===== config.mk =====
export PLATFORM = sky130hd
export DESIGN_NAME = chip_prog_receiver
export DESIGN_NICKNAME = d
export VERILOG_FILES = /design/src/rtl/chip_prog_receiver.sv
export SDC_FILE = /design/constraint.sdc
export NUM_CORES = 1
export LEC_CHECK = 0
export CAP_MARGIN = 20
export CORE_MARGIN = 1.5
export CORE_UTILIZATION = 45
export CTS_CLUSTER_DIAMETER = 100
export DETAILED_ROUTE_END_ITERATION = 6
export PLACE_DENSITY_LB_ADDON = 0.2
export SYNTH_ARGS = -nofsm -noshare
export SYNTH_HDL_FRONTEND = slang
export SYNTH_SLANG_ARGS = --single-unit

===== constraint.sdc =====
create_clock -name i_mainclk -period 2.3 [get_ports i_mainclk]
set_clock_uncertainty 0.1 [all_clocks]
set_input_delay 0.345 -clock i_mainclk [delete_from_list [all_inputs] [get_ports i_mainclk]]
set_output_delay 0.345 -clock i_mainclk [all_outputs]
set_load 0.005 [all_outputs]

===== src/rtl/chip_prog_receiver.sv =====
// -----------------------------------------------------------------------------
// chip_prog_receiver
//
// Chip-side deserializer for the FPGA programming stream. It samples sclk and
// sdin with i_mainclk, shifts in one frame of NB = W_A1 + W_A2 bits (LSB first:
// gainA1 then gainA2), and latches the amplifier gain codes once the frame is
// complete. A frame that stalls mid-stream is aborted and flagged.
//
// Ports
//   i_mainclk   in   1     main clock, all flops on its rising edge
//   i_reset     in   1     synchronous active-high reset
//   i_sclk      in   1     serial clock from the FPGA (async, idles high)
//   i_sdin      in   1     serial data, changes on sclk fall, LSB first
//   o_gainA1    out  W_A1  captured amplifier-1 gain code
//   o_gainA2    out  W_A2  captured amplifier-2 gain code
//   o_ready     out  1     frame captured, gains valid (sticky until reset)
//   o_frame_err out  1     last frame aborted by timeout
// -----------------------------------------------------------------------------
module chip_prog_receiver #(
  parameter int              W_A1       = 2,
  parameter int              W_A2       = 3,
  parameter int              TIMEOUT    = 64,
  parameter logic [W_A1-1:0] GAINA1_RST = '0,
  parameter logic [W_A2-1:0] GAINA2_RST = '0
) (
  input  logic            i_mainclk,
  input  logic            i_reset,
  input  logic            i_sclk,
  input  logic            i_sdin,
  output logic [W_A1-1:0] o_gainA1,
  output logic [W_A2-1:0] o_gainA2,
  output logic            o_ready,
  output logic            o_frame_err
);

  localparam int NB  = W_A1 + W_A2;
  localparam int BCW = $clog2(NB + 1);
  localparam int TCW = $clog2(TIMEOUT);

  typedef enum logic [1:0] {
    sIDLE  = 2'd0,
    sSHIFT = 2'd1,
    sDONE  = 2'd2,
    sERROR = 2'd3
  } state_t;

  state_t          r_state;
  logic            r_sclk_s1;
  logic            r_sclk_s2;
  logic            r_sclk_prev;
  logic            r_sdin_s1;
  logic            r_sdin_s2;
  logic [NB-1:0]   r_sr;
  logic [BCW-1:0]  r_bitcnt;
  logic [TCW-1:0]  r_to;
  logic [W_A1-1:0] r_gainA1;
  logic [W_A2-1:0] r_gainA2;
  logic            r_ready;
  logic            r_frame_err;

  logic w_rise;
  logic w_fall;

  // Edges are taken from the synchronized sclk against one extra history flop,
  // so sdin_s2 is aligned with the rise that samples it.
  assign w_rise = r_sclk_s2 & ~r_sclk_prev;
  assign w_fall = ~r_sclk_s2 & r_sclk_prev;

  always_ff @(posedge i_mainclk) begin
    if (i_reset) begin
      r_state     <= sIDLE;
      r_sclk_s1   <= 1'b1;
      r_sclk_s2   <= 1'b1;
      r_sclk_prev <= 1'b1;
      r_sdin_s1   <= 1'b1;
      r_sdin_s2   <= 1'b1;
      r_sr        <= '0;
      r_bitcnt    <= '0;
      r_to        <= '0;
      r_gainA1    <= GAINA1_RST;
      r_gainA2    <= GAINA2_RST;
      r_ready     <= 1'b0;
      r_frame_err <= 1'b0;
    end else begin
      r_sclk_s1   <= i_sclk;
      r_sclk_s2   <= r_sclk_s1;
      r_sclk_prev <= r_sclk_s2;
      r_sdin_s1   <= i_sdin;
      r_sdin_s2   <= r_sdin_s1;

      case (r_state)
        sIDLE: begin
          // A rise without a preceding fall is not a frame start.
          if (w_fall) begin
            r_state  <= sSHIFT;
            r_sr     <= '0;
            r_bitcnt <= '0;
            r_to     <= '0;
          end
        end

        sSHIFT: begin
          // The rise is checked first so an edge in the timeout cycle still
          // counts as activity.
          if (w_rise) begin
            r_sr     <= {r_sdin_s2, r_sr[NB-1:1]};
            r_bitcnt <= r_bitcnt + BCW'(1);
            r_to     <= '0;
            if (r_bitcnt == BCW'(NB - 1)) begin
              r_state <= sDONE;
            end
          end else if (w_fall) begin
            r_to <= '0;
          end else if (r_to == TCW'(TIMEOUT - 2)) begin
            // Counter reaches TIMEOUT-1 on this edge; it saturates there.
            r_state     <= sERROR;
            r_to        <= TCW'(TIMEOUT - 1);
            r_frame_err <= 1'b1;
            r_sr        <= '0;
            r_bitcnt    <= '0;
            r_ready     <= 1'b0;
          end else begin
            r_to <= r_to + TCW'(1);
          end
        end

        sDONE: begin
          // Gains load once on entry; afterwards the block ignores the wire.
          if (!r_ready) begin
            r_gainA1 <= r_sr[W_A1-1:0];
            r_gainA2 <= r_sr[NB-1:W_A1];
            r_ready  <= 1'b1;
          end
        end

        sERROR: begin
          if (w_fall) begin
            r_state     <= sSHIFT;
            r_frame_err <= 1'b0;
            r_sr        <= '0;
            r_bitcnt    <= '0;
            r_to        <= '0;
          end
        end

        default: r_state <= sIDLE;
      endcase
    end
  end

  assign o_gainA1    = r_gainA1;
  assign o_gainA2    = r_gainA2;
  assign o_ready     = r_ready;
  assign o_frame_err = r_frame_err;

endmodule


==> run summary <==
Run status -> finished clean
Setup_tns -> 0 ns
RSZ-0062 raised after global routing -> no
Place WS -> 0.227 ns
Worst Slack Setup Final -> 0.231 ns
Fraction of the mapped netlist area in simple logic gates -> 0.228
FF+latch count, synth -> 28
Worst-path cell with the longest stage delay -> sky130_fd_sc_hd__and2_1
Maximum number of pins on one net before global-route repair -> 20
Area of the placeable core -> 0.00300 sq mm
Sequential area share after synthesis -> 0.399
Number of levels in the clock H-tree -> 1
Mapped Area -> 0.00141 sq mm
Row count -> 20
Number of buffers inserted during clock tree synthesis -> 3
Total count of hold-check failures in the final report -> 0
Layout cell share with drive strength beyond 1 -> 0.0898
Count of input and output buffers -> 10
Routability-driven placement congestion ratio -> 0.765
Total net switching power -> 362 uW
Fraction of the mapped netlist area in adder cells -> 0.0712
Final Cell Area -> 0.00159 sq mm
Clock Tree Buf Depth -> 2
Buf+Inv Stages, Crit Path -> 1
Clock tree from TritonCTS -> built
Required @ worst endpoint -> 2.47 ns
Routed WL -> 2670 microns
Vias per Instance -> 5.60
Worst Setup End Kind -> flip-flop
Number of nets in the synthesized netlist -> 169
Post-route DRC violation count -> 0
Switching share of power -> 0.297
Family of cells with the greatest summed delay on the critical path -> simple AND/OR/NAND/NOR gates
Placed cells -> 196
Clock latency at the later pin of the worst-skew pair -> 0.33 ns
Clk slew on worst S/H paths -> 0.15 ns
Largest family of logic cells by synthesized area -> simple AND/OR/NAND/NOR gates
Share of cell area taken by muxes after synthesis -> 0.0925
Worst-case headroom to the max-slew limit -> 0.671
First drt pass iteration count -> 4
Total via count after detailed routing -> 1,120
Most used DFF post-synth -> sky130_fd_sc_hd__dfxtp_1
Power Density -> 768 mW/mm^2
Worst slew pin tran -> 0.491 ns
Number of routed nets with antenna violations -> 0
Cells along the critical path -> inv_1 -> ha_1 -> and4bb_2 -> a31oi_1 -> and2_1 -> mux2i_1
Part of the total power dissipated in sequential elements -> 0.455
Wire length of the first global-routing pass -> 4700 microns
Leading cell type in the layout, fill and taps excluded -> sky130_fd_sc_hd__dfxtp_1
Final cell count without fillers -> 200
Number of buffers added for setup after CTS -> 0
Vias in the first global route -> 1,072
CTS Hold Bufs -> 0
P&R area growth vs syn -> 12.8%
Period Utilization, post-route -> 0.900
Number of placed I/O pins -> 11
Final Net Count -> 180
Arrival time worst endpoint -> 2.24 ns
Final-report setup violation count -> 0
Source of the worst hold timing path -> r_sclk_s1
Global route total overflow -> 0
Hold slack -> 0.333 ns
Count of cell types in the netlist -> 36
Number of fill cells -> 292
Number of flops mapped to enable cells by yosys -> 0
Post-synthesis share of cell area spent on xor and xnor gates -> 0.0258
Internal power of the cells -> 856 uW
Clk root buf -> sky130_fd_sc_hd__clkbuf_4
Fin. max-slew vios -> 0
Time the final worst path needs with I/O delays and setup -> 2.07 ns
Commonest non-fill, non-tap cells in the layout -> 28 x sky130_fd_sc_hd__dfxtp_1, 13 x sky130_fd_sc_hd__nand3_1, 13 x sky130_fd_sc_hd__mux2i_1
Share of synthesized flip-flops with an asynchronous set or reset -> 0
Clk pwr share -> 0.264
Half-perimeter wire length after detailed placement -> 2010 microns
Worst flop-to-flop path startpoint -> r_state[0]
Type of the worst min-delay path -> flip-flop to flip-flop
Detailed router's first-iteration violation count -> 33
Dpl cell area -> 0.00153 sq mm
Post-Syn Area per Cell -> 8.96 sq um
Routed wirelength normalized by instance count -> 13.4 microns
# clock sinks -> 28
Tot Pwr -> 1.22 mW
Die outline height -> 58.9 microns
Count of inserted antenna diode cells -> 0
Max VDD drop -> 0.316 mV
Compound-Gate Fraction of Synth Area -> 0.129
CP max FO -> 7
Combined global-route utilization of all metal layers -> 0.174
Initial Util -> 0.468
DIE WIDTH -> 58.9 microns
Portion of total power attributed to combinational logic -> 0.281
Gate Count Post-Synth -> 157
Element type at the critical path start -> flip-flop
Leak Pwr -> 0.635 nW
Class of the most critical setup path -> flip-flop to flip-flop
Ys Warns -> 0
Number of antenna violations at the first check in global routing -> 0
Slowest Stage Delay on Critical Path -> 0.40 ns
Die Area -> 0.00347 sq mm
Number of resized instances in the post-cts repair step -> 0
Maximum Capacitance Violations -> 0
Core occupancy in the finished layout -> 0.528
Highest Clock Rate -> 483 MHz
Worst setup path startpoint -> r_state[0]
==> synthesized netlist by cell type (2+ instances only) <==
| cell | n | share of area |
|---|---|---|
| sky130_fd_sc_hd__a21oi_1 | 10 | 0.036 |
| sky130_fd_sc_hd__a311oi_1 | 2 | 0.012 |
| sky130_fd_sc_hd__and3_1 | 3 | 0.013 |
| sky130_fd_sc_hd__nor2_1 | 11 | 0.029 |
| sky130_fd_sc_hd__clkbuf_1 | 4 | 0.011 |
| sky130_fd_sc_hd__nand4_1 | 2 | 0.0089 |
| sky130_fd_sc_hd__nor2b_1 | 3 | 0.013 |
| sky130_fd_sc_hd__ha_1 | 8 | 0.071 |
| sky130_fd_sc_hd__or2_2 | 4 | 0.018 |
| sky130_fd_sc_hd__inv_1 | 9 | 0.024 |
| sky130_fd_sc_hd__nand2b_1 | 2 | 0.0089 |
| sky130_fd_sc_hd__nand3_1 | 13 | 0.046 |
| sky130_fd_sc_hd__nand2_1 | 7 | 0.019 |
| sky130_fd_sc_hd__buf_2 | 2 | 0.0071 |
| sky130_fd_sc_hd__o31ai_1 | 3 | 0.016 |
| sky130_fd_sc_hd__nor3_1 | 3 | 0.011 |
| sky130_fd_sc_hd__o311a_1 | 2 | 0.014 |
| sky130_fd_sc_hd__dfxtp_1 | 28 | 0.40 |
| sky130_fd_sc_hd__mux2i_1 | 13 | 0.093 |
| sky130_fd_sc_hd__and2_1 | 3 | 0.013 |
| sky130_fd_sc_hd__o21ai_0 | 10 | 0.036 |
==> per-layer routing <==
metal | vias up | wire length [microns] | global-route usage
met3 | 4 | 107 | 0.0198
li1 | 574 | - | -
met4 | 0 | 31 | 0.0584
met2 | 21 | 1210 | 0.270
met1 | 521 | 1320 | 0.251
met5 | - | 0 | 0
==> flip-flops by register name, summed over array words and instances, names as in the netlist <==
signal and cells:
r_to 6, r_sr 5, o_gainA2 3, r_bitcnt 3
o_gainA1 2, r_state 2, o_frame_err 1, o_ready 1
r_sclk_prev 1, r_sclk_s1 1, r_sclk_s2 1, r_sdin_s1 1
r_sdin_s2 1
==> worst register-to-register path: cells and delay by family (launching register included) <==
kind	cells	cell delay (ns)
AND/OR/NAND/NOR	2	0.67
AO/OA/AOI/OAI	1	0.17
adder cells (fa/ha/maj)	1	0.37
buffers and inverters	1	0.09
multiplexers	1	0.23
flip-flops	1	0.39
==> final timing paths <==
check | cells past startpoint | slack (ns) | end
max | 6 | 0.23 | r_sr[1]
min | 1 | 0.33 | r_sclk_s2
max reg2reg | 6 | 0.23 | r_sr[1]
min reg2reg | 1 | 0.33 | r_sclk_s2
==> cells by family (layout without fill, tap and decap cells) <==
kind of cell	Yosys count	after routing
multiplexers	13	13
flip-flops	28	28
AND/OR/NAND/NOR	59	59
buffers and inverters	17	27
AO/OA/AOI/OAI	30	30
adder cells (fa/ha/maj)	8	8
XOR/XNOR	2	2
==> layout make-up <==
type,count,area [sq um],share of cell area
clock inverters,1,30.0,0.0189
clock buffers,3,22.5,0.0142
inverters,9,33.8,0.0213
multi-input cells,112,768,0.484
repair buffers,14,130,0.0820
flip-flops and latches,28,561,0.353
well taps,33,41.3,0.0260
==> power by group through the flow <==
stage / logic (mW) / registers, mW / clock network, mW
5_1_grt: 0.385 / 0.560 / 0.346
3_5_place_dp: 0.340 / 0.566 / 0
2_1_floorplan: 0.267 / 0.555 / 0
4_1_cts: 0.342 / 0.555 / 0.330
3_3_place_gp: 0.333 / 0.561 / 0
6_report: 0.342 / 0.555 / 0.322
No activity file was read; power rests on OpenSTA's default activity.
